==> config.mk <==
export PLATFORM = sky130hd
export DESIGN_NAME = rsa_job_arbiter
export DESIGN_NICKNAME = d
export VERILOG_FILES = /design/src/rtl/rsa_job_arbiter.sv
export SDC_FILE = /design/constraint.sdc
export NUM_CORES = 1
export LEC_CHECK = 0
export CAP_MARGIN = 20
export CELL_PAD_IN_SITES_DETAIL_PLACEMENT = 1
export CELL_PAD_IN_SITES_GLOBAL_PLACEMENT = 2
export CORE_ASPECT_RATIO = 0.9
export CORE_UTILIZATION = 36
export CTS_BUF_LIST = sky130_fd_sc_hd__clkbuf_16
export CTS_CLUSTER_DIAMETER = 30
export CTS_CLUSTER_SIZE = 20
export DETAILED_ROUTE_END_ITERATION = 7
export DONT_BUFFER_PORTS = 1
export GPL_TIMING_DRIVEN = 1
export PLACE_DENSITY = 0.77
export SYNTH_ARGS = -nofsm -noshare
export SYNTH_HDL_FRONTEND = slang
export SYNTH_SLANG_ARGS = --single-unit
export TNS_END_PERCENT = 1
==> constraint.sdc <==
create_clock -name clk -period 4.89 [get_ports clk]
set_input_delay 1.2225 -clock clk [delete_from_list [all_inputs] [get_ports clk]]
set_output_delay 1.2225 -clock clk [all_outputs]
set_load 0.02 [all_outputs]
==> src/rtl/rsa_job_arbiter.sv <==
// rsa_job_arbiter: round-robin scheduler that shares one RSA_decrypt core among
// N requesters. It accepts one (c, d, n) job at a time, pulses core_start for one
// cycle, captures core_m on core_finish and returns it tagged with the requester ID.
//
// Optional constant-latency mode, enabled by defining RSA_ARB_CONST_TIME_EN:
// every response is held back until PAD_CYCLES+1 cycles after core_start, hiding
// the data-dependent run time of the core. A core slower than PAD_CYCLES is
// reported through rsp_overrun.
//
// Ports:
//   clk, rst           clock, synchronous active-high reset
//   req_valid/ready    per-requester request / one-hot accept pulse (same cycle)
//   req_c/d/n          N*W packed operands, requester i at [i*W +: W]
//   rsp_valid/ready    result handshake
//   rsp_id/m/lat       owner index, decrypted message, true core latency (saturating)
//   rsp_overrun        core exceeded PAD_CYCLES (constant-latency mode only)
//   core_start/c/d/n   one-cycle launch pulse and operands to the core (0 otherwise)
//   core_m/finish      core result and done pulse
module rsa_job_arbiter #(
  parameter int unsigned N          = 4,
  parameter int unsigned W          = 16,
  parameter int unsigned CW         = 20,
  parameter int unsigned PAD_CYCLES = 200000
) (
  input  logic                   clk,
  input  logic                   rst,
  input  logic [N-1:0]           req_valid,
  output logic [N-1:0]           req_ready,
  input  logic [N*W-1:0]         req_c,
  input  logic [N*W-1:0]         req_d,
  input  logic [N*W-1:0]         req_n,
  output logic                   rsp_valid,
  input  logic                   rsp_ready,
  output logic [$clog2(N)-1:0]   rsp_id,
  output logic [W-1:0]           rsp_m,
  output logic [CW-1:0]          rsp_lat,
  output logic                   rsp_overrun,
  output logic                   core_start,
  output logic [W-1:0]           core_c,
  output logic [W-1:0]           core_d,
  output logic [W-1:0]           core_n,
  input  logic [W-1:0]           core_m,
  input  logic                   core_finish
);

  localparam int unsigned IDW = $clog2(N);
  localparam logic [CW-1:0] PAD_LIM = CW'(PAD_CYCLES);
`ifdef RSA_ARB_CONST_TIME_EN
  localparam bit CONST_EN = 1'b1;
`else
  localparam bit CONST_EN = 1'b0;
`endif

  typedef enum logic [2:0] {
    S_IDLE,
    S_LAUNCH,
    S_BUSY,
    S_PAD,
    S_RESP
  } state_e;

  state_e          state_q, state_d;
  logic            armed_q;
  logic [IDW-1:0]  ptr_q, ptr_d;
  logic [IDW-1:0]  id_q, id_d;
  logic [CW-1:0]   cnt_q, cnt_d;
  logic [W-1:0]    rsp_m_q, rsp_m_d;
  logic [CW-1:0]   rsp_lat_q, rsp_lat_d;
  logic            ovr_q, ovr_d;
  logic            rsp_valid_q, rsp_valid_d;
  logic            core_start_q, core_start_d;
  logic [W-1:0]    core_c_q, core_c_d;
  logic [W-1:0]    core_d_q, core_d_d;
  logic [W-1:0]    core_n_q, core_n_d;

  // Round-robin search: rotate requests so ptr sits at bit 0, take the lowest set bit.
  logic [2*N-1:0]  rot_dbl;
  logic [N-1:0]    rot;
  logic            gnt_vld;
  logic [IDW-1:0]  gnt_off;
  logic [IDW:0]    gnt_sum;
  logic [IDW-1:0]  gnt_idx;

  always_comb begin
    rot_dbl = {req_valid, req_valid} >> ptr_q;
    rot     = rot_dbl[N-1:0];
    gnt_vld = |rot;
    gnt_off = '0;
    for (int k = N - 1; k >= 0; k--) begin
      if (rot[k]) gnt_off = IDW'(k);
    end
    gnt_sum = {1'b0, ptr_q} + {1'b0, gnt_off};
    gnt_idx = (gnt_sum >= (IDW+1)'(N)) ? IDW'(gnt_sum - (IDW+1)'(N)) : IDW'(gnt_sum);
  end

  // Saturating latency counter increment.
  logic [CW-1:0] cnt_inc;
  assign cnt_inc = (&cnt_q) ? cnt_q : cnt_q + 1'b1;

  // Next-state and output decode.
  always_comb begin
    state_d      = state_q;
    ptr_d        = ptr_q;
    id_d         = id_q;
    cnt_d        = cnt_q;
    rsp_m_d      = rsp_m_q;
    rsp_lat_d    = rsp_lat_q;
    ovr_d        = ovr_q;
    core_start_d = 1'b0;
    core_c_d     = '0;
    core_d_d     = '0;
    core_n_d     = '0;
    req_ready    = '0;

    case (state_q)
      S_IDLE: begin
        // armed_q blocks an accept in the first cycle out of reset.
        if (armed_q && gnt_vld && !rst) begin
          req_ready    = N'(1) << gnt_idx;
          id_d         = gnt_idx;
          core_start_d = 1'b1;
          core_c_d     = req_c[32'(gnt_idx) * W +: W];
          core_d_d     = req_d[32'(gnt_idx) * W +: W];
          core_n_d     = req_n[32'(gnt_idx) * W +: W];
          state_d      = S_LAUNCH;
        end
      end
      S_LAUNCH: begin
        cnt_d   = '0;
        state_d = S_BUSY;
      end
      S_BUSY: begin
        cnt_d = cnt_inc;
        if (core_finish) begin
          rsp_m_d   = core_m;
          rsp_lat_d = cnt_inc;
          ovr_d     = 1'b0;
          if (!CONST_EN) begin
            state_d = S_RESP;
          end else if (cnt_inc >= PAD_LIM) begin
            // Core already used up the padding window: release at once.
            state_d = S_RESP;
            ovr_d   = (cnt_inc > PAD_LIM);
          end else begin
            state_d = S_PAD;
          end
        end
      end
      S_PAD: begin
        cnt_d = cnt_inc;
        if (cnt_inc >= PAD_LIM) state_d = S_RESP;
      end
      S_RESP: begin
        if (rsp_ready) begin
          ptr_d   = (id_q == IDW'(N - 1)) ? '0 : id_q + 1'b1;
          state_d = S_IDLE;
        end
      end
      default: state_d = S_IDLE;
    endcase

    rsp_valid_d = (state_d == S_RESP);
  end

  // State and output registers.
  always_ff @(posedge clk) begin
    if (rst) begin
      state_q      <= S_IDLE;
      armed_q      <= 1'b0;
      ptr_q        <= '0;
      id_q         <= '0;
      cnt_q        <= '0;
      rsp_m_q      <= '0;
      rsp_lat_q    <= '0;
      ovr_q        <= 1'b0;
      rsp_valid_q  <= 1'b0;
      core_start_q <= 1'b0;
      core_c_q     <= '0;
      core_d_q     <= '0;
      core_n_q     <= '0;
    end else begin
      state_q      <= state_d;
      armed_q      <= 1'b1;
      ptr_q        <= ptr_d;
      id_q         <= id_d;
      cnt_q        <= cnt_d;
      rsp_m_q      <= rsp_m_d;
      rsp_lat_q    <= rsp_lat_d;
      ovr_q        <= ovr_d;
      rsp_valid_q  <= rsp_valid_d;
      core_start_q <= core_start_d;
      core_c_q     <= core_c_d;
      core_d_q     <= core_d_d;
      core_n_q     <= core_n_d;
    end
  end

  assign rsp_valid   = rsp_valid_q;
  assign rsp_id      = id_q;
  assign rsp_m       = rsp_m_q;
  assign rsp_lat     = rsp_lat_q;
  assign rsp_overrun = ovr_q;
  assign core_start  = core_start_q;
  assign core_c      = core_c_q;
  assign core_d      = core_d_q;
  assign core_n      = core_n_q;

endmodule

==> results of run 1 <==
## placed cells by master, fill, tap and decap left out, types with 3 or more instances in the layout
master,Yosys,final
sky130_fd_sc_hd__a21oi_1,52,52
sky130_fd_sc_hd__nand3_2,3,3
sky130_fd_sc_hd__clkinvlp_4,0,3
sky130_fd_sc_hd__buf_4,2,8
sky130_fd_sc_hd__nand3_1,13,13
sky130_fd_sc_hd__mux4_2,48,48
sky130_fd_sc_hd__and2_1,50,50
sky130_fd_sc_hd__xnor2_1,13,12
sky130_fd_sc_hd__nand2_1,62,62
sky130_fd_sc_hd__xor2_1,4,4
sky130_fd_sc_hd__clkbuf_16,0,17
sky130_fd_sc_hd__a311oi_1,3,3
sky130_fd_sc_hd__clkinv_2,0,4
sky130_fd_sc_hd__dfxtp_1,114,114
sky130_fd_sc_hd__mux2i_1,4,4
sky130_fd_sc_hd__or3_1,4,4
sky130_fd_sc_hd__nand4_1,6,6
sky130_fd_sc_hd__a31oi_1,4,4
sky130_fd_sc_hd__o21ai_0,11,11
sky130_fd_sc_hd__and3_1,10,10
sky130_fd_sc_hd__o21a_1,3,3
sky130_fd_sc_hd__a22oi_1,4,4
sky130_fd_sc_hd__nor4_1,7,7
sky130_fd_sc_hd__nor2_1,54,54
sky130_fd_sc_hd__inv_1,5,5
sky130_fd_sc_hd__bufinv_16,0,3
sky130_fd_sc_hd__diode_2,0,8
sky130_fd_sc_hd__o211ai_1,4,4
sky130_fd_sc_hd__a211oi_1,10,10
sky130_fd_sc_hd__nor3_1,13,13
## cell type report
cell class,instances,share of cell area [%]
repair buffers,8,0.918
clock buffers,17,6.50
diodes,8,0.306
clock inverters,15,2.54
flip-flops and latches,114,34.9
inverters,5,0.287
multi-input cells,423,50.7
well taps,202,3.86
## routing by layer
layer	GRT usage [%]	wire length [microns]
met3	6.20	1230
met4	10.3	411
met5	0	0
met1	29.5	8300
met2	35.6	9360
## where the power goes
group	internal [mW]	switching, mW	total, mW
sequential	0.985	0.103	1.09
clock	0.795	0.446	1.24
combinational	0.162	0.169	0.331
## registers in the layout, summed over array words and instances, names as in the netlist, 2 cells and up
name / flops
rsp_lat: 20
state_q: 3
core_n: 16
core_d: 16
core_c: 16
cnt_q: 20
ptr_q: 2
rsp_m: 16
rsp_id: 2
## tightest hold or removal path: cells and delay by family, from the launching register on
kind	cells	cell delay (ns)
AND/OR/NAND/NOR	1	0.08
flip-flops	1	0.35
AO/OA/AOI/OAI	1	0.06
## cells by family (layout without fill, tap and decap cells)
logic type               count (synthesis)  after routing
multiplexers                            54             54
buffers and inverters                   57             45
AO/OA/AOI/OAI                          106            106
other                                    1              9
adder cells (fa/ha/maj)                  3              3
XOR/XNOR                                17             17
AND/OR/NAND/NOR                        242            242
flip-flops                             114            114
## how the worst min path moves through the flow
stage	from	end	slack [ns]	cells past startpoint
after global placement	cnt_q[19]$_SDFFE_PP0P_	cnt_q[19]$_SDFFE_PP0P_	0.50	2
after floorplan	cnt_q[19]$_SDFFE_PP0P_	cnt_q[19]$_SDFFE_PP0P_	0.48	2
after global routing	cnt_q[19]$_SDFFE_PP0P_	cnt_q[19]$_SDFFE_PP0P_	0.56	2
after CTS	cnt_q[19]$_SDFFE_PP0P_	cnt_q[19]$_SDFFE_PP0P_	0.53	2
final	cnt_q[19]$_SDFFE_PP0P_	cnt_q[19]$_SDFFE_PP0P_	0.54	2
after detailed placement	cnt_q[19]$_SDFFE_PP0P_	cnt_q[19]$_SDFFE_PP0P_	0.52	2
## per-stage QoR
stage                     hold slack [ns]  setup slack, ns
after floorplan                     0.481            0.189
after global placement              0.500            0.772
after detailed placement            0.520            0.686
after CTS                           0.533            0.681
after global routing                0.558            0.538
final                               0.535            0.706
==> out/results.txt, run 1 <==
The flow ran to the end, and the final reports show no timing, DRC or antenna violations. Entering global routing, the biggest net connects 63 pins. The hold buffer count at cts is 0.

The run gives 1771 as the number of fill cells in the layout. Leaving out filler cells and counting taps, the final layout contains 792. Along the worst path, the maximum fanout reaches 7. The cell area reported after detailed placement is 5930 sq um, and the maximum buffer depth of the clock tree is 2.

Across the run, the number of max-cap violations was 0. The final clock skew was 0.00726 ns; the post-route clock period utilization was 85.6%. Summed over all failing endpoints, the final setup total negative slack is 0 ns. Slowest cell on the critical path: sky130_fd_sc_hd__a221oi_1. The signal on the critical path passes through nor2_1 > a221oi_1 > a31oi_1 > a211o_1 > ha_4 > xnor2_1 > xnor2_2 > nor3b_1 > buf_4. TritonCTS built the clock tree.

The synthesized netlist occupies a cell area of 5820 sq um. The register bit total from synthesis was 114; the count of boundary I/O pins was 309. Counting flops with an async set or reset pin after synthesis yields a share of 0%. For the worst setup path, the data arrival time is 2.96 ns. The number of cells on the worst reg-to-reg path works out to 8. Once placement completed, the tool counted placed cells totaling 752. The final total power is 2.66 mW, and the share of the synthesized area in compound gates (AO/OA/AOI/OAI) is 11.7%.

In the synthesized netlist, the cells that appear most often are sky130_fd_sc_hd__dfxtp_1 (114), sky130_fd_sc_hd__nand2_1 (62), sky130_fd_sc_hd__nor2_1 (54), sky130_fd_sc_hd__a21oi_1 (52), sky130_fd_sc_hd__and2_1 (50). H-tree depth: 4. Critical register-to-register path endpoint: core_c[8]$_SDFF_PP0_. The arithmetic-cell share of the synthesized area counting full adders, half adders and majority gates is 0.645%. In this run the number of cells on the critical path is 9. Master cell of the clock root buffer: sky130_fd_sc_hd__clkbuf_16. After technology mapping, the gate count stands at 594. Across every metal layer, demand over resource in global routing totals 22.9%.

For this block, the initial DRC count from the detailed router was 198. The count of buffering cells on the critical path with inverters included was 1. The initial antenna violation count came out at 8. The total via count after detailed routing is 4645, and the post-route standard cell area excluding fillers is 6550 sq um. Row generation in the floorplan step produced 43 rows. The analysis attributes to cell leakage a power of 2.22 nW.

The logs give 16700 sq um for the overall die area and 59 for the post-synthesis cell type count. The number of flops mapped to enable cells by yosys was 0. The portion of netlist area occupied by mux cells works out to 19.7%.

The wire-length estimate of the detail-placed layout is 14800 microns. The tools report the final setup violation count as 0. Launching point of the worst reg2reg path: ptr_q[0]$_SDFFE_PP0P_.

The tools report the element type at the critical path end as a primary output. End of the critical path: req_ready[2]. The tree built by TritonCTS fans out to 114 sinks. For this run, the detailed router's first-pass iteration total came to 4. Of the post-synthesis cell area, the dominant cell type holds 39.2%.

The transition time at the pin with the least slew margin was 0.914 ns. Clock latency on the worst-skew pair, taken at its later pin, is 0.41 ns. In this design, the largest share of critical-path delay is due to compound AO/OA/AOI/OAI gates. The tools report the critical path required time as 3.67 ns.

The post-synthesis net count is 813, and the post-route minimum period is 4.18 ns. The clock transition time at the flip-flop clock pins of the worst setup and hold paths came out at 0.05 ns. In the post-synthesis netlist, the biggest area contributors are sky130_fd_sc_hd__dfxtp_1 (39%), sky130_fd_sc_hd__mux4_2 (19%), sky130_fd_sc_hd__and2_1 (5.4%). The number of global-route vias before repair was 4772. Of all cell types, the one taking the most synthesized area is sky130_fd_sc_hd__dfxtp_1. In this run the tool buffered the top-level ports with 0 buffer cells.

The worst-case IR drop observed on VDD is 0.269 mV. In this run the worst hold path is classified as register to register. The hold violation total from the final report was 0; the worst stage delay on the critical path was 0.32 ns. The die is 123 microns tall. After synthesis, flip-flops and latches occupy 39.2% of the total area. The synthesized area per cell is 9.80 sq um, and the total area of multi-input combinational cells is 3320 sq um. Dividing the detail-routed wire length by the instance count gives 24.4 microns. The tools report the start point of the critical path as req_valid[0]. Xor/xnor share of the synthesized area: 2.56%.

The main combinational cell family by area after synthesis is simple AND/OR/NAND/NOR gates. The net count of the finished layout is 788. The kind of critical path is input pin to primary output. Routability-driven placement finished with a final weighted congestion of 0.925. Measured along the x axis, the die boundary spans 136 microns. sky130_fd_sc_hd__dfxtp_1 is the most common cell in the netlist. The most used flip-flop cell after synthesis is sky130_fd_sc_hd__dfxtp_1.

Once the floorplan was initialized, standard cells occupied 37.3% of the core. In this run the remaining antenna-violating nets after routing total 0. The number of remaining DRC errors is 0.

Headroom to the max-slew limit: 39.0%. The routed design has 19300 microns of wire. Setup repair after global routing left no endpoint under its margin. Yosys printed 0 warnings. Nature of the critical path startpoint: an input pin. The first global-routing pass estimated 27800 microns of wire.

Timing would allow up to 239 MHz. The area occupied by registers is 2280 sq um. Compared with the post-synthesis result, the final layout area differs by 12.5%.

The post-route netlist has 18.6% of its cells at a drive strength greater than 1. Cells fill 41.9% of the core in the end. In this run the register-to-register setup slack is 1.51 ns. After Yosys synthesis, and, or, nand and nor cells account for 21.9% of the synthesized area.

The power density over the cells works out to 406 nW/um^2. The area of the core is 15600 sq um. Summed over all layers, the global routing overflow is 0.

After detailed routing, the number of vias per cell comes to 5.86. After clock tree synthesis, the repair step resized 0 gates. The count of pins over their slew limit came out at 0. The run gives 17 as the total clock buffers created by CTS. After clock tree synthesis, the setup repair step added 0 buffers.
No activity file was read; power rests on OpenSTA's default activity.
==> run 2: changes to the inputs <==
- CTS_CLUSTER_SIZE: 20 -> 12
==> results of run 2 <==
The final DEF is identical to that of run 1; final timing and power are the same.
